$ cat config.mk
export PLATFORM = sky130hd
export DESIGN_NAME = cdb_arbiter
export DESIGN_NICKNAME = d
export VERILOG_FILES = /design/src/rtl/cdb_arbiter_pkg.sv /design/src/rtl/cdb_arbiter_rr.sv /design/src/rtl/cdb_arbiter.sv
export SDC_FILE = /design/constraint.sdc
export NUM_CORES = 1
export LEC_CHECK = 0
export CORE_AREA = 2 2 107 109
export CTS_CLUSTER_DIAMETER = 120
export DETAILED_ROUTE_END_ITERATION = 6
export DIE_AREA = 0 0 109 111
export PLACE_DENSITY = 0.82
export SLEW_MARGIN = 20
export SYNTH_ARGS = -nofsm -noshare
export SYNTH_HDL_FRONTEND = slang
export SYNTH_SLANG_ARGS = --single-unit
$ cat constraint.sdc
create_clock -name clk_i -period 2.8 [get_ports clk_i]
set_input_delay 0.56 -clock clk_i [delete_from_list [all_inputs] [get_ports clk_i]]
set_output_delay 0.56 -clock clk_i [all_outputs]
set_load 0.01 [all_outputs]
$ cat src/rtl/cdb_arbiter_pkg.sv
// ----------------------------------------------------------------------------
// cdb_arbiter_pkg
//   Shared write-back types for the execute -> ROB / PRF / wakeup path, plus
//   the constants used by the CDB arbiter.
//   CDB_t    : broadcast record (valid, dest, flags, result)
//   rob_wb_t : ROB write-back (rob_dest, cdb)
//   reg_wb_t : register-file write-back (cdb, w_v)
// ----------------------------------------------------------------------------
package cdb_arbiter_pkg;

   localparam int ROB_ENTRY     = 16;
   localparam int CDB_ROB_IDX_W = $clog2(ROB_ENTRY);
   localparam int PREG_W        = 6;
   localparam int XLEN          = 32;

   // Arbiter configuration
   localparam int CDB_ARB_CNT_W   = 16;
   localparam int CDB_ARB_NUM_REQ = 3;

   typedef struct packed {
      logic              valid;
      logic [PREG_W-1:0] dest;
      logic [1:0]        flags;
      logic [XLEN-1:0]   result;
   } CDB_t;

   typedef struct packed {
      logic [CDB_ROB_IDX_W-1:0] rob_dest;
      CDB_t                     cdb;
   } rob_wb_t;

   typedef struct packed {
      CDB_t cdb;
      logic w_v;
   } reg_wb_t;

   localparam int CDB_WIDTH    = $bits(CDB_t);
   localparam int ROB_WB_WIDTH = $bits(rob_wb_t);
   localparam int REG_WB_WIDTH = $bits(reg_wb_t);

endpackage

$ cat src/rtl/cdb_arbiter_rr.sv
// ----------------------------------------------------------------------------
// rr_arbiter
//   Purely combinational round-robin picker. Grants the first requester at or
//   above ptr_i, wrapping to index 0.
//   req_i     : request vector
//   ptr_i     : highest-priority index this cycle
//   gnt_o     : one-hot grant (all zero when no request)
//   gnt_idx_o : binary index of the grant (valid when gnt_v_o)
//   gnt_v_o   : any grant issued
// ----------------------------------------------------------------------------
module rr_arbiter #(
   parameter int NUM_REQ = 3,
   parameter int PTR_W   = $clog2(NUM_REQ)
) (
   input  logic [NUM_REQ-1:0] req_i,
   input  logic [PTR_W-1:0]   ptr_i,
   output logic [NUM_REQ-1:0] gnt_o,
   output logic [PTR_W-1:0]   gnt_idx_o,
   output logic               gnt_v_o
);

   // Two constant-index passes: indices >= ptr first, then the wrapped ones
   // below ptr. Avoids a variable-width modulo on the index.
   always_comb begin
      gnt_o     = '0;
      gnt_idx_o = '0;
      gnt_v_o   = 1'b0;
      for (int i = 0; i < NUM_REQ; i++) begin
         if (!gnt_v_o && req_i[i] && (PTR_W'(i) >= ptr_i)) begin
            gnt_v_o   = 1'b1;
            gnt_o[i]  = 1'b1;
            gnt_idx_o = PTR_W'(i);
         end
      end
      for (int i = 0; i < NUM_REQ; i++) begin
         if (!gnt_v_o && req_i[i] && (PTR_W'(i) < ptr_i)) begin
            gnt_v_o   = 1'b1;
            gnt_o[i]  = 1'b1;
            gnt_idx_o = PTR_W'(i);
         end
      end
   end

endmodule

$ cat src/rtl/cdb_arbiter.sv
// ----------------------------------------------------------------------------
// cdb_arbiter
//   Round-robin arbitration of NUM_REQ execution-unit results onto the single
//   CDB / ROB write-back port. One grant per cycle, outputs registered
//   (1-cycle latency, valid for exactly one cycle).
//   clk_i, reset_n_i : clock, async active-low reset
//   flush_i          : suppress this cycle's grant
//   req_v_i/req_w_v_i: per-unit valid / writes-a-register flag
//   req_cdb_i        : per-unit packed CDB_t (valid field ignored)
//   req_rob_i        : per-unit ROB index
//   req_ready_o      : one-hot combinational grant
//   cdb_o/rob_wb_o/reg_wb_o : registered broadcast records
//   Optional (macro CDB_ARB_STATS_EN): stall_cnt_o, per-unit saturating
//   16-bit count of cycles spent valid but not granted.
// ----------------------------------------------------------------------------
module cdb_arbiter
   import cdb_arbiter_pkg::*;
#(
   parameter int NUM_REQ   = CDB_ARB_NUM_REQ,
   parameter int ROB_IDX_W = $clog2(ROB_ENTRY)
) (
   input  logic                           clk_i,
   input  logic                           reset_n_i,
   input  logic                           flush_i,
   input  logic [NUM_REQ-1:0]             req_v_i,
   input  logic [NUM_REQ-1:0]             req_w_v_i,
   input  logic [NUM_REQ*CDB_WIDTH-1:0]   req_cdb_i,
   input  logic [NUM_REQ*ROB_IDX_W-1:0]   req_rob_i,
   output logic [NUM_REQ-1:0]             req_ready_o,
   output logic [CDB_WIDTH-1:0]           cdb_o,
   output logic [ROB_WB_WIDTH-1:0]        rob_wb_o,
   output logic [REG_WB_WIDTH-1:0]        reg_wb_o
`ifdef CDB_ARB_STATS_EN
  ,output logic [NUM_REQ*CDB_ARB_CNT_W-1:0] stall_cnt_o
`endif
);

   localparam int PTR_W = $clog2(NUM_REQ);

   logic [PTR_W-1:0]   rr_ptr_q, rr_ptr_d;
   logic [NUM_REQ-1:0] arb_gnt, gnt;
   logic [PTR_W-1:0]   gnt_idx;
   logic               arb_v, gnt_v;

   CDB_t               req_cdb [NUM_REQ];
   logic [ROB_IDX_W-1:0] req_rob [NUM_REQ];

   CDB_t    cdb_q, cdb_d, sel_cdb;
   rob_wb_t rob_wb_q, rob_wb_d;
   reg_wb_t reg_wb_q, reg_wb_d;

   for (genvar g = 0; g < NUM_REQ; g++) begin : g_unpack
      assign req_cdb[g] = req_cdb_i[g*CDB_WIDTH +: CDB_WIDTH];
      assign req_rob[g] = req_rob_i[g*ROB_IDX_W +: ROB_IDX_W];
   end

   rr_arbiter #(.NUM_REQ(NUM_REQ), .PTR_W(PTR_W)) u_rr (
      .req_i     (req_v_i),
      .ptr_i     (rr_ptr_q),
      .gnt_o     (arb_gnt),
      .gnt_idx_o (gnt_idx),
      .gnt_v_o   (arb_v)
   );

   // No handshake while flushing or while reset is held, so units never see
   // a transfer that the registers will not capture.
   assign gnt_v       = arb_v & ~flush_i & reset_n_i;
   assign gnt         = gnt_v ? arb_gnt : '0;
   assign req_ready_o = gnt;

   always_comb begin
      rr_ptr_d = rr_ptr_q;
      if (gnt_v)
         rr_ptr_d = (gnt_idx == PTR_W'(NUM_REQ-1)) ? '0 : gnt_idx + PTR_W'(1);
   end

   // Data fields hold their last value on idle cycles; only the valid bits
   // are forced low.
   always_comb begin
      sel_cdb       = req_cdb[gnt_idx];
      sel_cdb.valid = 1'b1;

      cdb_d              = cdb_q;
      rob_wb_d           = rob_wb_q;
      reg_wb_d           = reg_wb_q;
      cdb_d.valid        = 1'b0;
      rob_wb_d.cdb.valid = 1'b0;
      reg_wb_d.cdb.valid = 1'b0;
      reg_wb_d.w_v       = 1'b0;

      if (gnt_v) begin
         rob_wb_d.rob_dest = CDB_ROB_IDX_W'(req_rob[gnt_idx]);
         rob_wb_d.cdb      = sel_cdb;
         reg_wb_d.cdb      = sel_cdb;
         reg_wb_d.w_v      = req_w_v_i[gnt_idx];
         cdb_d             = sel_cdb;
         cdb_d.valid       = req_w_v_i[gnt_idx];
      end
   end

   always_ff @(posedge clk_i or negedge reset_n_i) begin
      if (!reset_n_i) begin
         rr_ptr_q <= '0;
         cdb_q    <= '0;
         rob_wb_q <= '0;
         reg_wb_q <= '0;
      end else begin
         rr_ptr_q <= rr_ptr_d;
         cdb_q    <= cdb_d;
         rob_wb_q <= rob_wb_d;
         reg_wb_q <= reg_wb_d;
      end
   end

   assign cdb_o    = cdb_q;
   assign rob_wb_o = rob_wb_q;
   assign reg_wb_o = reg_wb_q;

`ifdef CDB_ARB_STATS_EN
   logic [NUM_REQ-1:0][CDB_ARB_CNT_W-1:0] stall_cnt_q, stall_cnt_d;

   // Flush still counts as a stall: the unit was valid and not accepted.
   always_comb begin
      stall_cnt_d = stall_cnt_q;
      for (int i = 0; i < NUM_REQ; i++) begin
         if (req_v_i[i] && !gnt[i] && (stall_cnt_q[i] != '1))
            stall_cnt_d[i] = stall_cnt_q[i] + CDB_ARB_CNT_W'(1);
      end
   end

   always_ff @(posedge clk_i or negedge reset_n_i) begin
      if (!reset_n_i) stall_cnt_q <= '0;
      else            stall_cnt_q <= stall_cnt_d;
   end

   assign stall_cnt_o = stall_cnt_q;
`else
   // Stall statistics not built.
`endif

endmodule

Word-level counts from Yosys, hierarchy flattened
Cells that the tools add are included.

Flip-flop bits (word level): 50. Bits in latches: 0. RAM bits: 0. Memory bits (read-only): 0. Bits of input ports: 144. Output and inout bits: 131. Logic and storage cells: 68. Memories: 0.

Add/subtract/negate cells: 1. Multiply operators: 0. Divide/modulo/power cells: 0. $lt $le $gt $ge: 8. Eq/ne operators: 1. Shift-type cells: 0. Muxes and demuxes: 29. Bitwise logic cells: 4. Reduce and logical (&&, ||, !) cells: 16.

Operators by type and width (count): $bmux W41 S2 (1); $mux W41 (2); $mux W40 (2); $mux W42 (1); $mux W1 (13); $logic_and A1 B1 Y1 (11); $mux W2 (5); $bmux W4 S2 (1); $mux W4 (2); $logic_not A1 Y1 (5); $ge A1 B2 Y1 const A (2); $lt A1 B2 Y1 const A (2); $ge A3 B3 Y1 const B (1); $lt A2 B3 Y1 const B (1); $mux W3 (1); $not A2 Y3 (1); $add A2 B1 Y2 const B (1); $and A1 B1 Y1 (2); $bmux W1 S2 (1); $eq A2 B2 Y1 const B (1); $ge A2 B2 Y1 const A (1); $lt A2 B2 Y1 const A (1); $not A1 Y1 (1).

Depth between registers and ports, before layout
Depth after elaboration: 28. Gate-level depth with buffers: 7. Mapped depth without buffers: 4.

By module
Synthesis repeated with hierarchy kept, for this count alone.

Cells, all modules: 381. Area total of the unflattened synthesis: 3542.1 µm².

Modules (own cells, without submodules): cdb_arbiter (instances 1, cells each 368, area each 3454.6 µm², sequential area each 1201.2 µm²); rr_arbiter (instances 1, cells each 13, area each 87.6 µm², sequential area each 0.0 µm²).

Worst setup path after synthesis
No wires, ideal clock.

Path type: input to output. From: input req_v_i[2]. To: output req_ready_o[1]. Arrival time: 1419 ps. Required time: 2240 ps. Setup slack: 821 ps. Stages: 5. Buffers on the path: 2. Cells stage by stage: a21oi_1 > o211a_1 > buf_4 > clkbuf_1 > and2_1.

Cells in the longest elaborated chain, start to end: 18. Elaborated cells on any way between the ends: 19. Those cells by class: mux (6); bitwise (2); reduce/logical (11).

RTL lines: from (decl) (RTL line cdb_arbiter.sv:25) `input logic [NUM_REQ-1:0] req_v_i,`; $logic_and A1 B1 Y1 (2 in series) (RTL line cdb_arbiter_rr.sv:29) `if (!gnt_v_o && req_i[i] && (PTR_W'(i) >= ptr_i)) begin`; $mux W1 (RTL line cdb_arbiter_rr.sv:29); $logic_not A1 Y1 (RTL line cdb_arbiter_rr.sv:36) `if (!gnt_v_o && req_i[i] && (PTR_W'(i) < ptr_i)) begin`; $logic_and A1 B1 Y1 (2 in series) (RTL line cdb_arbiter_rr.sv:36); $mux W1 (RTL line cdb_arbiter_rr.sv:36); $logic_not A1 Y1 (RTL line cdb_arbiter_rr.sv:36); $logic_and A1 B1 Y1 (2 in series) (RTL line cdb_arbiter_rr.sv:36); $mux W1 (RTL line cdb_arbiter_rr.sv:36); $logic_not A1 Y1 (RTL line cdb_arbiter_rr.sv:36); $logic_and A1 B1 Y1 (2 in series) (RTL line cdb_arbiter_rr.sv:36); $mux W1 (RTL line cdb_arbiter_rr.sv:36); $and A1 B1 Y1 (2 in series) (RTL line cdb_arbiter.sv:67) `assign gnt_v = arb_v & ~flush_i & reset_n_i;`; $mux W3 * (RTL line cdb_arbiter.sv:68) `assign gnt = gnt_v ? arb_gnt : '0;`; to (decl) (RTL line cdb_arbiter.sv:29) `output logic [NUM_REQ-1:0] req_ready_o,`.

Every way passes the cells marked *; elsewhere a longest branch is shown, timed or not.

Final worst setup path
From: input req_v_i[1]. To: output req_ready_o[2].

Cells in the longest elaborated chain, start to end: 22. Elaborated cells on any way between the ends: 24. Those cells by class: mux (8); bitwise (2); reduce/logical (14).

RTL lines (RTL line): $logic_and A1 B1 Y1 (2 in series) (cdb_arbiter_rr.sv:29); $mux W1 (cdb_arbiter_rr.sv:29); $logic_not A1 Y1 (cdb_arbiter_rr.sv:29); $logic_and A1 B1 Y1 (2 in series) (cdb_arbiter_rr.sv:29); $mux W1 (cdb_arbiter_rr.sv:29); $logic_not A1 Y1 (cdb_arbiter_rr.sv:36); $logic_and A1 B1 Y1 (2 in series) (cdb_arbiter_rr.sv:36); $mux W1 (cdb_arbiter_rr.sv:36); $logic_not A1 Y1 (cdb_arbiter_rr.sv:36); $logic_and A1 B1 Y1 (2 in series) (cdb_arbiter_rr.sv:36); $mux W1 (cdb_arbiter_rr.sv:36); $logic_not A1 Y1 (cdb_arbiter_rr.sv:36); $logic_and A1 B1 Y1 (2 in series) (cdb_arbiter_rr.sv:36); $mux W1 (cdb_arbiter_rr.sv:36); $and A1 B1 Y1 (2 in series) (cdb_arbiter.sv:67); $mux W3 * (cdb_arbiter.sv:68).

Marks and branches as above.

==> summary.md <==
| Metric | Value |
|---|---|
| Cell area power density | `roughly 650 nW/um^2` |
| Ys Warns | `0` |
| Status | `complete, no violations` |
| CP arrival | `2.21 ns` |
| LEAKAGE | `about 2.4 nW` |
| FP Rows | `39` |
| Adder-cell share of the synthesized area | `0%` |
| HP Class | `in2async` |
| Largest net degree at the start of global routing | `48` |
| Synthesized cell area | `around 3900 sq um` |
| Number of setup violations in the final report | `0` |
| Simple logic cell fraction of the synthesized area | `about 18%` |
| Worst Max-Slew Pin Slew | `0.536 ns` |
| Post-DP HPWL | `just under 10 mm` |
| Setup crit start kind | `input pin` |
| Port Buf Inserts | `~270` |
| Setup TNS | `0 ns` |
| Share of the synthesized area in the top cell type | `30.7%` |
| Grt total ovfl | `0` |
| Most used standard cell by instance count after synthesis | `buf_4` |
| Root Buffer | `clkbuf_16` |
| Die width | `109 um` |
| Avg Cell Area, Syn | `between 8 and 9 sq um` |
| Core box area | `around 11000 sq um` |
| VDD IR max | `327 uV` |
| Slew HR | `around 64%` |
| Mux cell area share after synthesis | `0.256%` |
| CTS tree | `yes` |
| Layout cells sized above 1 | `between 10% and 20%` |
| Clk pin slew, worst setup/hold paths | `0.07 ns` |
| Min Tclk post-route | `2.77 ns` |
| # diodes | `0` |
| Pre-antenna DRT Iters | `4` |
| Layout net count | `slightly below 800` |
| Largest cells by area after synthesis | `dfrtp_1, buf_4, a221oi_2` |
| WL per Instance | `17.5 um` |
| Antenna-violating nets left | `0` |
| Clk buf depth | `2` |
| Placer Congestion | `roughly 0.82` |
| Final hold vios | `0` |
| Num ports | `roughly 280` |
| Vias/cell | `about 5.2` |
| Die area | `12100 sq um` |
| Clock sink total | `48` |
| Initial antenna violation count | `1` |
| Post-CTS Setup Repair Bufs | `0` |
| Post-synth EDFFs | `0` |
| XOR/XNOR Fraction of Synth Area | `0%` |
| Maximum clock frequency | `0.361 GHz` |
| Post-synth cell types | `29` |
| Critical Path End Type | `output pin` |
| Die Ht | `111 um` |
| Initial DRC count | `227` |
| Total GRT Usage | `between 20 and 25%` |
| WS Path Type | `in2out` |
| Period utilization | `98.8%` |
| Number of global-route vias before repair | `4189` |
| Post-synthesis compound-gate area fraction | `between 20 and 30%` |
| Crit path max fanout | `4` |
| Crit path required time | `between 2 and 2.5 ns` |
| Final wirelength | `~14 mm` |
| RSZ-0062 raised after global routing | `false` |
| Initial Utilization | `a little over a third` |
| Clk_skew | `around 0.0075 ns` |
| H-tree levels | `2` |
| Area Overhead vs Synth | `60.4%` |
| Synth async-reset ratio | `100%` |
| Top cells by count, synth | `buf_4, dfrtp_1, nor2_1, o21ai_0` |
| DR vias | `slightly above 4000` |
| FF+latch count, synth | `48` |
| Most area-hungry cell type in the Yosys netlist | `dfrtp_1` |
| Final Util | `a little under three fifths` |
| Worst-Skew Late Latency | `about 0.29 ns` |
| Overall power | `between 4 and 5 mW` |
| Global-route wire length before repair | `roughly 21 mm` |
| Sequential area share after synthesis | `a little under a third` |
| Largest family of logic cells by synthesized area | `compound AO/OA/AOI/OAI gates` |
| Post-synth top flop | `dfrtp_1` |
| Post-synthesis cell count | `around 460` |
| CTS Buf Count | `5` |
| Final Instance Area | `between 6000 and 7000 sq um` |
| Slew Limit Fails | `0` |
| Max Cap Viol | `0` |
| DRC viols | `0` |
| Placed Area | `around 6000 sq um` |
| Syn nets | `between 600 and 700` |
-- per-layer routing --
| layer | global-route usage (%) | vias up | routed length (um) |
|---|---|---|---|
| li1 | - | 1881 | - |
| met1 | 24.7 | 1987 | 5280 |
| met2 | 41.7 | 212 | 7190 |
| met3 | 4.88 | 19 | 1030 |
| met4 | 5.38 | 2 | 189 |
| met5 | 0 | - | 13 |
-- stage by stage --
stage,instances,setup slack [ns],hold WS [ns]
global route,783,0.0125,0.364
finish,783,0.0323,0.322
floorplan,462,0.821,0.264
detailed placement,775,0.0359,0.540
CTS,783,0.0268,0.342
global placement,775,0.0559,0.513
-- path summary, 6_finish.rpt --
path	depth (start not counted)	endpoint	start	slack [ns]
min in group clk_i	2	rob_wb_o[41]	rob_wb_o[41]	0.54
max reg2reg	5	rob_wb_o[42]	rr_ptr_q[1]	0.88
min reg2reg	2	rob_wb_o[41]	rob_wb_o[41]	0.54
max	5	req_ready_o[2]	req_v_i[1]	0.03
min	2	rob_wb_o[42]	reset_n_i	0.32
max in group asynchronous	2	reg_wb_o[21]	reset_n_i	2.13
-- worst max-delay path: stages --
cell             delay, ns
clkdlybuf4s50_1       0.53
nor3b_1               0.07
o31a_2                0.39
and2_1                0.18
clkdlybuf4s50_1       0.47
-- layout make-up --
cell class              instances  area, sq um
clock buffers                   8          146
fillers                       951         4800
inverters                       1         3.75
multi-input cells             296         1890
flip-flops and latches         48         1200
well taps                     143          179
repair buffers                287         2860
-- cells in the final DEF, fill, tap and decap left out, types with 5 or more instances in the layout --
| cell type | n |
|---|---|
| nand2_1 | 45 |
| nor2_1 | 47 |
| nor2b_1 | 45 |
| buf_4 | 14 |
| clkbuf_16 | 5 |
| o21ai_0 | 47 |
| dfrtp_1 | 48 |
| a221oi_2 | 39 |
| a21oi_1 | 46 |
| clkdlybuf4s50_1 | 269 |
| a221oi_1 | 5 |
-- where the power goes --
part	switching (mW)	internal, mW	total (mW)
Clock	0.260	0.357	0.618
Sequential	0.249	0.889	1.14
Combinational	1.03	1.31	2.34
-- cell families (layout without fill, tap and decap cells) --
family | count (synthesis) | after routing
flops | 48 | 48
mux | 1 | 1
simple gates | 149 | 149
buf+inv | 118 | 296
compound gates | 146 | 146
-- flip-flops by register name (all words and copies together) (netlist names) --
name / flops
rr_ptr_q: 2
reg_wb_o: 41
rob_wb_o: 4
cdb_o: 1
-- repair_timing --
item,in CTS,in global routing
hold buffers,0,0
endpoints found under the setup margin,0,1
resized for setup,0,1
No activity file was read; power rests on OpenSTA's default activity.
